[src/rtl/l_class_oc_echodelay.sv]
// l_class_oc_echodelay
//   Consumer stage between a one-entry request FIFO and the heard indication port.
//   Pops one word, holds it for DELAY cycles, then offers it together with a sequence
//   number on an ENA/RDY indication interface. A new word may be popped in the same
//   cycle the held word is delivered, giving one word per DELAY+1 cycles at full rate.
//
// Ports
//   CLK, RST        clock, synchronous active-high reset
//   in_first        FIFO head word
//   in_first__RDY   FIFO head valid
//   in_deq__RDY     FIFO deq permitted
//   in_deq__ENA     pop FIFO this cycle (combinational)
//   heard__RDY      sink can accept indication
//   heard__ENA      indication fires this cycle (combinational)
//   heard_v         echoed word (zero unless offering)
//   heard_seq       sequence number of the offered word (zero unless offering)
//   heard_count     total indications delivered, wraps modulo 2^CNT_W
//   busy            a word is held
module l_class_oc_echodelay #(
  parameter int unsigned WIDTH = 32,
  parameter int unsigned DELAY = 3,
  parameter int unsigned CNT_W = 16
) (
  input  logic             CLK,
  input  logic             RST,
  input  logic [WIDTH-1:0] in_first,
  input  logic             in_first__RDY,
  input  logic             in_deq__RDY,
  output logic             in_deq__ENA,
  input  logic             heard__RDY,
  output logic             heard__ENA,
  output logic [WIDTH-1:0] heard_v,
  output logic [CNT_W-1:0] heard_seq,
  output logic [CNT_W-1:0] heard_count,
  output logic             busy
);

  typedef enum logic [1:0] {
    IDLE = 2'd0,
    WAIT = 2'd1,
    SEND = 2'd2
  } state_t;

  // Timer only needs to hold DELAY-1; keep at least one bit for DELAY of 0 or 1.
  localparam int unsigned TW = (DELAY > 1) ? $clog2(DELAY) : 1;
  localparam logic [TW-1:0] TLOAD = (DELAY == 0) ? '0 : TW'(DELAY - 1);
  localparam state_t POP_ST = (DELAY == 0) ? SEND : WAIT;

  state_t           state, state_nxt;
  logic [WIDTH-1:0] data;
  logic [TW-1:0]    timer;
  logic [CNT_W-1:0] count;

  always_ff @(posedge CLK) begin
    if (RST) begin
      state <= IDLE;
      data  <= '0;
      timer <= '0;
      count <= '0;
    end else begin
      state <= state_nxt;
      if (in_deq__ENA) begin
        data  <= in_first;
        timer <= TLOAD;
      end else if (state == WAIT && timer != '0) begin
        timer <= timer - 1'b1;
      end
      if (heard__ENA) begin
        count <= count + 1'b1;
      end
    end
  end

  always_comb begin
    state_nxt   = state;
    heard__ENA  = 1'b0;
    heard_v     = '0;
    heard_seq   = '0;
    in_deq__ENA = in_first__RDY & in_deq__RDY &
                  ((state == IDLE) | ((state == SEND) & heard__RDY));
    case (state)
      IDLE: begin
        if (in_deq__ENA) state_nxt = POP_ST;
      end
      WAIT: begin
        if (timer == '0) state_nxt = SEND;
      end
      SEND: begin
        heard__ENA = heard__RDY;
        heard_v    = data;
        heard_seq  = count;
        // Delivery and a refill pop can share a cycle; the refill wins the next state.
        if (heard__ENA) state_nxt = in_deq__ENA ? POP_ST : IDLE;
      end
      default: state_nxt = IDLE;
    endcase
  end

  assign heard_count = count;
  assign busy        = (state != IDLE);

endmodule

[config.mk]
export PLATFORM = sky130hd
export DESIGN_NAME = l_class_oc_echodelay
export DESIGN_NICKNAME = d
export VERILOG_FILES = /design/src/rtl/l_class_oc_echodelay.sv
export SDC_FILE = /design/constraint.sdc
export NUM_CORES = 1
export LEC_CHECK = 0
export ABC_CLOCK_PERIOD_IN_PS = 1900
export BUFFER_PORTS_ARGS = -buffer_cell sky130_fd_sc_hd__buf_2
export CAP_MARGIN = 20
export CORE_MARGIN = 2
export CORE_UTILIZATION = 40
export CTS_BUF_LIST = sky130_fd_sc_hd__clkbuf_4
export CTS_CLUSTER_DIAMETER = 100
export DETAILED_ROUTE_END_ITERATION = 8
export PLACE_DENSITY = 0.76
export SLEW_MARGIN = 20
export SYNTH_ARGS = -nofsm -noshare
export SYNTH_HDL_FRONTEND = slang
export SYNTH_SLANG_ARGS = --single-unit
[constraint.sdc]
create_clock -name CLK -period 1.9 [get_ports CLK]
set_input_delay 0.38 -clock CLK [delete_from_list [all_inputs] [get_ports CLK]]
set_output_delay 0.38 -clock CLK [all_outputs]
set_load 0.01 [all_outputs]
==> flow_summary.ini, run 1 <==
[timing]
grt_setup_unrepaired = no
finalCritPeriodShare_pct = 94.7
clock_skew_ns = 0.00774
worst_pin_slew_ns = 0.472
min_period_ns = 1.80
fmax_mhz = 556
finalSetupViolations = 0
hold_violations = 0
report.final.slew_viol_count = 0
slew_headroom_pct = 68.5

[synth]
yosys-top-cells-count = nand2_1 (72), dfxtp_1 (52), and2_1 (48)
yosys.area.top_type = dfxtp_1
synth_cell_types = 35
synth_seq_cells = 52
syn_area_per_cell_sq_um = 7.94
synth.most_common_cell = nand2_1
syn_nets = 338
synth_area_leaders = dfxtp_1 (44%), and2_1 (13%), nand2_1 (11%)
netlist_instances = 299
synth_edf_count = 0
ys_seq_area_share_pct = 43.9
synth_top_cell_area_share_pct = 43.9
synth_ff_type = dfxtp_1
syn_area_sq_um = 2370
synthArstFlopShare_pct = 0
yosysWarnings = 0

[clocking]
clockRootBuffer = clkbuf_4
htree_levels = 2
postCtsHoldBufs = 0
clock-sinks = 52
clkLatencyLatePin_ns = 0.37
clk_pin_slew_ns = 0.15
clock_path_buffers = 2
cts_inserted_buffers = 5
cts_tree = built

[detailed_routing]
drt_iter0_drc = 75
drt-vias-per-instance = 4.79
dr.pass1.iters = 4
vias = 2281
wl_per_cell_um = 11.5
drc = 0
postRouteAntennaNets = 0
wl_um = 5490

[critical_path]
critical_path_class = reg2out
path_cells = nor2b_4 > clkbuf_16 > and2_1 > buf_2
worst-path-max-fanout = 17
worstPathRequired_ns = 1.52
end_kind = output pin
rr_endpoint = heard_count[14]
slowest_delay_ns = 0.37
rr_worst_depth = 5
r2r_slack_ns = 0.15
cp.arrival_ns = 1.42
slowest_stage = dfxtp_4
start_kind = register
rr_startpoint = state[1]

[die]
die_h_um = 81.0
dieArea_sq_um = 6570
placementRows = 28
die_w_um = 81.0
coreArea_sq_um = 5820
start_util_pct = 40.8
io_pins = 104

[global_routing]
grt_max_degree = 35
antenna_found_initial = 0
grt_pass1_vias = 1945
grt_pass1_wl_um = 8250
track_usage_pct = 15.8
grt.overflow.total = 0

[power]
power_density_nw_per_um2 = 711
power_mw = 2.23
peakVddDrop_v = 0.000410
p_leak_nw = 1.48

[cells_and_area]
antenna_cells = 0
fillers = 599
final_area_sq_um = 3130
syn_to_final_growth_pct = 31.8
layout.nets = 439
drive_gt1_share_pct = 32.4

[outcome]
status = completed

[placed_design]
io_buffer_count = 103
dpl.hpwl_um = 3770
place_congestion = 0.832
dpl_cell_area_sq_um = 2940

[min_path]
min_to = data[4]
hp-class = in2reg
min_from = in_first[4]
whs_path_depth = 3

[run]
max_cap_viol_count = 0
==> state kept, by name (all words and copies together) (netlist names) <==
signal       flops
data            32
timer            2
state            2
heard_count     16
==> worst max path at each step <==
stage | startpoint | to | slack, ns
6_report | state[1] | heard_seq[14] | 0.10
5_1_grt | state[1] | heard__ENA | 0.02
4_1_cts | state[1] | heard__ENA | -0.01
3_5_place_dp | heard__RDY | heard_count[13] | 0.13
3_3_place_gp | heard__RDY | heard_count[15] | 0.15
2_1_floorplan | heard_count[0] | heard_count[12] | 0.29
==> cell families after synthesis <==
logic type | after synthesis | synth area share [%]
fa+ha+maj | 2 | 1.05
xor+xnor | 11 | 4.06
compound gates | 44 | 9.75
simple gates | 166 | 35.8
mux | 1 | 0.474
buf+inv | 23 | 4.95
flops | 52 | 43.9
==> stage by stage <==
step | std cells | setup TNS (ns) | util [%] | hold slack [ns] | setup WS [ns]
final | 476 | 0 | 53.8 | 0.230 | 0.100
after global routing | 476 | 0 | 53.8 | 0.208 | 0.0163
after CTS | 474 | -0.0334 | 52.9 | 0.209 | -0.0131
after detailed placement | 466 | 0 | 50.5 | 0.443 | 0.129
after global placement | 466 | 0 | 50.5 | 0.437 | 0.152
after floorplan | 299 | 0 | - | 0.429 | 0.287
==> report_power, final <==
| part | total, mW | switching, mW | internal [mW] |
|---|---|---|---|
| combinational | 0.191 | 0.107 | 0.0838 |
| clock | 0.890 | 0.348 | 0.542 |
| sequential | 1.14 | 0.0169 | 1.13 |
==> repair_timing <==
item / 4_1_cts / 5_1_grt
endpoints found under the setup margin: 49 / 49
gates resized for setup: 3 / 6
gates cloned: 0 / 1
buffers inserted: 0 / 1
==> worst max-delay path: cells and delay by family (launching register included) <==
kind	cells	cell delay (ns)
buf+inv	2	0.33
simple gates	2	0.35
flops	1	0.37
==> routing by layer <==
metal	part of all wire (%)	vias to the layer above	global-route usage, %
met5	0	-	0
met4	0.78	0	4.92
met3	6.4	4	4.11
met2	49	72	27.9
met1	44	1032	18.8
li1	-	1173	-
==> cells in the final DEF (no fill, tap or decap), types with 3 or more instances in the layout <==
master / n
buf_2: 103
nand2_1: 72
dfxtp_1: 50
and2_1: 48
a21oi_1: 38
nor2_1: 14
xor2_1: 7
nand3_1: 7
buf_4: 6
clkbuf_4: 5
inv_1: 4
xnor2_1: 4
nand4_1: 3
nor3_1: 3
o31ai_1: 3
or4_1: 3
bufinv_16: 3
==> area by class of cell <==
cell class | count | area, sq um | share of cell area, %
clock buffer | 5 | 37.5 | 1.20
clock inverter | 3 | 90.1 | 2.88
inverter | 5 | 18.8 | 0.600
multi-input combinational | 224 | 1220 | 39.1
sequential | 52 | 1050 | 33.4
tap | 75 | 93.8 | 3.00
timing repair buffer | 112 | 621 | 19.8
Power figures use the tool's default switching activity.
==> run 2, diff against run 1 <==
Settings changed: CORE_ASPECT_RATIO set to 1.2.
==> run 2 against run 1 <==
Combinational power barely moved; register-to-register slack improved by 0.03 ns; maximum frequency rose by 0.77%; highest routed layer unchanged; largest power group unchanged; die area barely moved.
==> flow_summary.ini, run 2 (synthesized netlist as in run 1, its figures left out) <==
[outcome]
status = completed

[critical_path]
worst-path-max-fanout = 37
cp.arrival_ns = 1.41
worstPathRequired_ns = 1.52
start_kind = register
r2r_slack_ns = 0.18
critical_path_class = reg2out
end_kind = output pin

[cells_and_area]
largest_register_ffs = 32
antenna_cells = 0
syn_to_final_growth_pct = 28.3
layout.nets = 439
drive_gt1_share_pct = 32.0
fillers = 584
final_common_cell = buf_2
regMostFlops = data
multi_input_area_sq_um = 1220
regArea_sq_um = 1040
layout_common_cells = buf_2 (103), nand2_1 (72), dfxtp_1 (51)
final_area_sq_um = 3050

[timing]
fmax_mhz = 560
min_period_ns = 1.79
setup_ws_ns = 0.114
slew_headroom_pct = 68.8
hold_violations = 0
finalCritPeriodShare_pct = 94.0
finalSetupViolations = 0
setup-tns-final_ns = 0
worst_pin_slew_ns = 0.467
holdWs_ns = 0.240
report.final.slew_viol_count = 0
clock_skew_ns = 0.0165

[global_routing]
grt_max_degree = 38
grt_pass1_wl_um = 8390
antenna_found_initial = 0
grt.overflow.total = 0
track_usage_pct = 16.4
grt_pass1_vias = 1930

[placed_design]
dpl_cell_area_sq_um = 2990
place_congestion = 0.763
io_buffer_count = 103
dp_slack_ns = 0.0823
dpl.hpwl_um = 3940

[die]
io_pins = 104
start_util_pct = 41.6
coreArea_sq_um = 5710
die_h_um = 88.4
placementRows = 30
dieArea_sq_um = 6570
die_w_um = 74.3

[power]
power_density_nw_per_um2 = 590
peakVddDrop_v = 0.000286
power_mw = 1.80
p_leak_nw = 1.44

[clocking]
clockRootBuffer = clkbuf_4
clock_path_buffers = 2
postCtsHoldBufs = 0
cts_inserted_buffers = 5
cts_resized = 1
clock-sinks = 52
clk_pin_slew_ns = 0.14
htree_levels = 2
clkLatencyLatePin_ns = 0.36
cts_tree = built
cts_setup_buffers = 0

[detailed_routing]
vias = 2265
wl_per_cell_um = 11.4
wl_um = 5490
drc = 0
drt-vias-per-instance = 4.72
postRouteAntennaNets = 0
drt_iter0_drc = 90
dr.pass1.iters = 4

[min_path]
hp-class = in2reg

[run]
max_cap_viol_count = 0
## run 2: cell types whose count changed in the layout (fill, tap and decap cells not counted), sizes merged
cell | previous run | this run
buf | 111 | 112
bufinv | 3 | 0
clkinv | 0 | 1
## run 2: cell type report
| class | count | share of cell area (%) |
|---|---|---|
| Timing Repair Buffer | 112 | 20.1 |
| Sequential cell | 52 | 34.2 |
| Multi-Input combinational cell | 224 | 40.1 |
| Inverter | 5 | 0.616 |
| Tap cell | 80 | 3.29 |
| Clock inverter | 1 | 0.164 |
| Clock buffer | 6 | 1.48 |
## run 2: report_power, final
part	internal, mW	total, mW	switching, mW
Sequential	1.13	1.15	0.0183
Clock	0.151	0.462	0.311
Combinational	0.0818	0.188	0.106
## run 2: stage by stage
step	util, %	std cells
2_1_floorplan	-	299
3_3_place_gp	52.3	473
3_5_place_dp	52.3	473
4_1_cts	53.2	480
5_1_grt	53.4	480
6_report	53.4	480
## run 2: routing by layer
layer,up-vias,wire length [um],track usage [%]
li1,1172,-,-
met1,1023,2350,19.2
met2,66,2840,29.5
met3,4,276,3.76
met4,0,23,4.71
met5,-,0,0
## run 2: worst paths after layout
| kind | start | end | depth (start not counted) |
|---|---|---|---|
| setup / recovery | state[1] | heard_v[11] | 4 |
| hold / removal | in_first[24] | data[24] | 3 |
| setup reg to reg | heard_count[0] | heard_count[12] | 5 |
| hold reg to reg | data[11] | data[11] | 2 |
## run 2: worst max-delay path, cell delays in order (launching register included)
cell	delay, ns
dfxtp_2	0.40
nor2b_4	0.20
buf_12	0.18
and2_1	0.15
buf_2	0.13
